`config.mk`:
```
export PLATFORM = sky130hd
export DESIGN_NAME = reg_access_ctrl
export DESIGN_NICKNAME = d
export VERILOG_FILES = /design/src/rtl/reg_access_ctrl.sv
export SDC_FILE = /design/constraint.sdc
export NUM_CORES = 1
export LEC_CHECK = 0
export CORE_ASPECT_RATIO = 0.5
export CORE_MARGIN = 3
export CORE_UTILIZATION = 43
export CTS_BUF_LIST = sky130_fd_sc_hd__clkbuf_16
export CTS_CLUSTER_DIAMETER = 150
export CTS_CLUSTER_SIZE = 16
export DETAILED_ROUTE_END_ITERATION = 10
export PLACE_DENSITY = 0.89
export REMOVE_ABC_BUFFERS = 1
export SYNTH_ARGS = -nofsm -noshare
export SYNTH_HDL_FRONTEND = slang
export SYNTH_SLANG_ARGS = --single-unit
```
`constraint.sdc`:
```
create_clock -name clock -period 1.7 [get_ports clock]
set_clock_uncertainty 0.15 [all_clocks]
set_input_delay 0.255 -clock clock [delete_from_list [all_inputs] [get_ports clock]]
set_output_delay 0.255 -clock clock [all_outputs]
set_load 0.1 [all_outputs]
```
`src/rtl/reg_access_ctrl.sv`:
```
// reg_access_ctrl: sequences two reads, an operand offer and an optional write-back on a single-port register file.
// Ports: clock/reset (async, active-high); req_* request handshake and fields; rf_* register file port
// (registered read, 1-cycle latency); op_* operand handshake to execute; res_* result handshake; busy.
module reg_access_ctrl #(
    parameter int BIT = 8,
    parameter int SZB = 4
) (
    input  logic           clock,
    input  logic           reset,
    input  logic           req_valid,
    output logic           req_ready,
    input  logic [SZB-1:0] req_rs1,
    input  logic [SZB-1:0] req_rs2,
    input  logic [SZB-1:0] req_rd,
    input  logic           req_wb,
    output logic           rf_we,
    output logic [SZB-1:0] rf_addr,
    output logic [BIT-1:0] rf_din,
    input  logic [BIT-1:0] rf_dout,
    output logic           op_valid,
    input  logic           op_ready,
    output logic [BIT-1:0] op_a,
    output logic [BIT-1:0] op_b,
    output logic           res_ready,
    input  logic           res_valid,
    input  logic [BIT-1:0] res_data,
    output logic           busy
);
    typedef enum logic [2:0] {IDLE, RD_A, RD_B, CAP_B, OFFER, WAIT_WB, WRITE} state_t;
    state_t         state_q, state_d;
    logic [SZB-1:0] rs1_q, rs2_q, rd_q;
    logic           wb_q;
    logic [BIT-1:0] op_a_q, op_b_q, res_q;
    always_comb begin
        state_d = state_q;
        case (state_q)
            IDLE:    state_d = req_valid ? RD_A : IDLE;
            RD_A:    state_d = RD_B;
            RD_B:    state_d = CAP_B;
            CAP_B:   state_d = OFFER;
            OFFER:   state_d = op_ready ? (wb_q ? WAIT_WB : IDLE) : OFFER;
            WAIT_WB: state_d = res_valid ? WRITE : WAIT_WB;
            default: state_d = IDLE;
        endcase
    end
    // rs1 data arrives while rs2 is being addressed, so op_a is captured in RD_B and op_b one cycle later
    always_ff @(posedge clock or posedge reset) begin
        if (reset) begin
            state_q <= IDLE;
            rs1_q   <= '0;
            rs2_q   <= '0;
            rd_q    <= '0;
            wb_q    <= 1'b0;
            op_a_q  <= '0;
            op_b_q  <= '0;
            res_q   <= '0;
        end else begin
            state_q <= state_d;
            if (state_q == IDLE && req_valid) begin
                rs1_q <= req_rs1;
                rs2_q <= req_rs2;
                rd_q  <= req_rd;
                wb_q  <= req_wb;
            end
            if (state_q == RD_B) op_a_q <= rf_dout;
            if (state_q == CAP_B) op_b_q <= rf_dout;
            if (state_q == WAIT_WB && res_valid) res_q <= res_data;
        end
    end
    assign req_ready = state_q == IDLE;
    assign busy      = state_q != IDLE;
    assign op_valid  = state_q == OFFER;
    assign res_ready = state_q == WAIT_WB;
    assign rf_we     = state_q == WRITE;
    assign rf_din    = rf_we ? res_q : '0;
    assign rf_addr   = state_q == RD_A  ? rs1_q :
                       state_q == RD_B  ? rs2_q :
                       state_q == WRITE ? rd_q  : '0;
    assign op_a      = op_a_q;
    assign op_b      = op_b_q;
endmodule

```
==> run metrics, run 1 <==
routed via count about 1,500; all-layer global routing usage 0.273; max frequency 497 MHz; Rel. slew slack 0.798; Mapped Area 1760 um2; Final Hold Fails 0; CTS Hold Bufs 0; post-synthesis register bit count 40; Yosys warnings 0; Die Span Y 51.3 um; Die Width 96.5 um; post-synth top area cell dfrtp_1; post-synthesis sequential area ratio 0.568; worst hold path type input port to asynchronous set/reset pin; placer congestion estimate 0.808; Mapped Cells between 100 and 150; Slew @ Worst Pin roughly 0.3 ns; clock sinks 40; global-route wire length before repair between 9000 and 10,000 um; CTS Root Cell clkbuf_16; Rows 15; post-route ant nets 0; Finished Core Util 0.898; # DRC 0; Final Worst Setup Slack -0.314 ns; Post-Place Cell Area 2890 um2; Data required, critical path between 1 and 1.5 ns; vias in the first global route roughly 1,700; WL/cell about 25 um; failing checks negative setup slack; max-cap violations 0; Num CTS Buffers 5; post-synthesis average cell area 13.9 um2; drt first pass iters 4; endpoints failing setup 30; Synth top area share 0.568; port bufs 66; status finished with violations; kind of critical path flop to output port; H-tree level count 2; count of final max-slew check failures 0; fillers 140; number of diodes 0; commonest non-fill, non-tap cell in the layout dfrtp_1; CP endpoint kind output port; largest net degree at the start of global routing about 40; register clock-pin slew on the reported worst setup and hold paths approximately 0.060 ns; # nets final approximately 260; Iteration-0 DRC Markers 70; Critical Path AT about 1.6 ns; min cycle time layout around 2 ns; dominant cells by area after synthesis dfrtp_1 (57%), mux2_2 (17%), mux2_1 (6.4%); total global routing overflow 0; clk buf depth 2; crit share post-route 1.18; area delta synth->final 87.6%; share of cells above drive strength 1 0.599; Max FO, Critical Path 5; CTS tree yes; Clock Latency Late Sink approximately 0.28 ns; IO Pins 67; vias per cell 5.60; core area approximately 3700 um2; Initial Utilization 0.479; critical path launch point type flop; Routed WL 6860 um; antenna violations before repair 0; RSZ-0062 raised after global routing true; design area about 3300 um2; post-synthesis cell type count 25; dpl hpwl roughly 3700 um; commonest cells after routing, fill and taps aside dfrtp_1 (38), clkdlybuf4s50_1 (33), buf_12 (33), mux2_2 (24), buf_4 (19); full die area between 4000 and 5000 um2
worst max-delay path, stage by stage (launching register included):
cell and delay (ns):
dfrtp_2 0.45, and3b_2 0.34, buf_6 0.13, nand2_4 0.05, o21ai_2 0.06, buf_4 0.14
buf_12 0.16
through the flow:
step	setup WS, ns	cells	hold WS [ns]	setup TNS, ns
after floorplan	-1.70	120	0.222	-28.71
after global placement	0.0132	253	0.326	0
after detailed placement	-0.117	253	0.335	-0.412
after CTS	-0.323	266	0.201	-4.08
after global routing	-0.353	273	0.206	-8.67
final	-0.314	273	0.193	-7.27
cells by family (layout without fill, tap and decap cells):
logic type,after synthesis,in the layout,synth area share
buffers and inverters,9,103,0.0362
AND/OR/NAND/NOR,29,30,0.116
AO/OA/AOI/OAI,12,12,0.0433
flip-flops,40,40,0.568
multiplexers,37,37,0.237
worst paths after layout:
path,slack [ns],end,from,cells past startpoint
worst max-delay path,-0.31,rf_addr[1],state_q[0]$_DFF_PP0_,6
worst min-delay path,0.19,res_q[0]$_DFFE_PP0P_,reset,3
worst max register to register,-0.24,rs2_q[2]$_DFFE_PP0P_,state_q[1]$_DFF_PP0_,6
worst min register to register,0.37,res_q[7]$_DFFE_PP0P_,res_q[7]$_DFFE_PP0P_,1
max in group asynchronous,1.00,state_q[0]$_DFF_PP0_,reset,3
min in group clock,0.37,res_q[7]$_DFFE_PP0P_,res_q[7]$_DFFE_PP0P_,1
synthesized netlist by cell type:
cell type,number
a21bo_2,1
a21oi_1,1
a22oi_1,3
a32oi_1,1
and2_1,10
and2_4,1
and3b_1,1
buf_2,3
buf_4,1
buf_6,3
dfrtp_1,40
inv_1,2
mux2_1,10
mux2_2,27
nand2_1,4
nand3_1,2
nand3_4,1
nand3b_1,2
nand3b_2,1
nor2_1,3
nor2b_1,1
nor2b_4,1
nor3_4,1
nor3b_1,1
o21ai_0,6
sequential cells by signal, summed over array words and instances, names as in the netlist:
register and cells:
rs2_q 4, state_q 3, rs1_q 4, op_b 8, res_q 8, op_a 8
rd_q 4, wb_q 1
what timing repair did:
| item | in CTS | in global routing |
|---|---|---|
| setup buffers | 4 | 7 |
| resized for setup | 25 | 28 |
| cloned | 1 | 0 |
| pin swaps | 1 | 7 |
| setup endpoints to repair | 31 | 38 |
metal layers:
layer,vias to the layer above,part of all wire,global-route usage
li1,629,-,-
met1,792,0.39,0.307
met2,82,0.50,0.485
met3,25,0.062,0.0706
met4,0,0.045,0.133
met5,-,0,0
layout make-up:
class | count | area, um2 | share of cell area
Multi-Input combinational cell | 79 | 828 | 0.251
Inverter | 2 | 7.51 | 0.00227
Clock inverter | 3 | 38.8 | 0.0117
Timing Repair Buffer | 93 | 1240 | 0.374
Clock buffer | 5 | 125 | 0.0379
Sequential cell | 40 | 1000 | 0.304
Tap cell | 51 | 63.8 | 0.0193
Power of run 1 is not shown: default switching activity piles up to over one toggle a cycle in this logic, so the estimate is an artifact.
==> run 2: changes to the inputs <==
--- a/config.mk
+++ b/config.mk
@@ -5,12 +5,13 @@
 export SDC_FILE = /design/constraint.sdc
 export NUM_CORES = 1
 export LEC_CHECK = 0
+export ABC_CLOCK_PERIOD_IN_PS = 1700
 export CORE_ASPECT_RATIO = 0.5
 export CORE_MARGIN = 3
 export CORE_UTILIZATION = 43
 export CTS_BUF_LIST = sky130_fd_sc_hd__clkbuf_16
 export CTS_CLUSTER_DIAMETER = 150
-export CTS_CLUSTER_SIZE = 16
+export CTS_CLUSTER_SIZE = 12
 export DETAILED_ROUTE_END_ITERATION = 10
 export PLACE_DENSITY = 0.89
 export REMOVE_ABC_BUFFERS = 1
==> results of run 2 <==
The final DEF is identical to that of run 1; final timing and power are the same.
Power of run 2 is left out for the same reason.
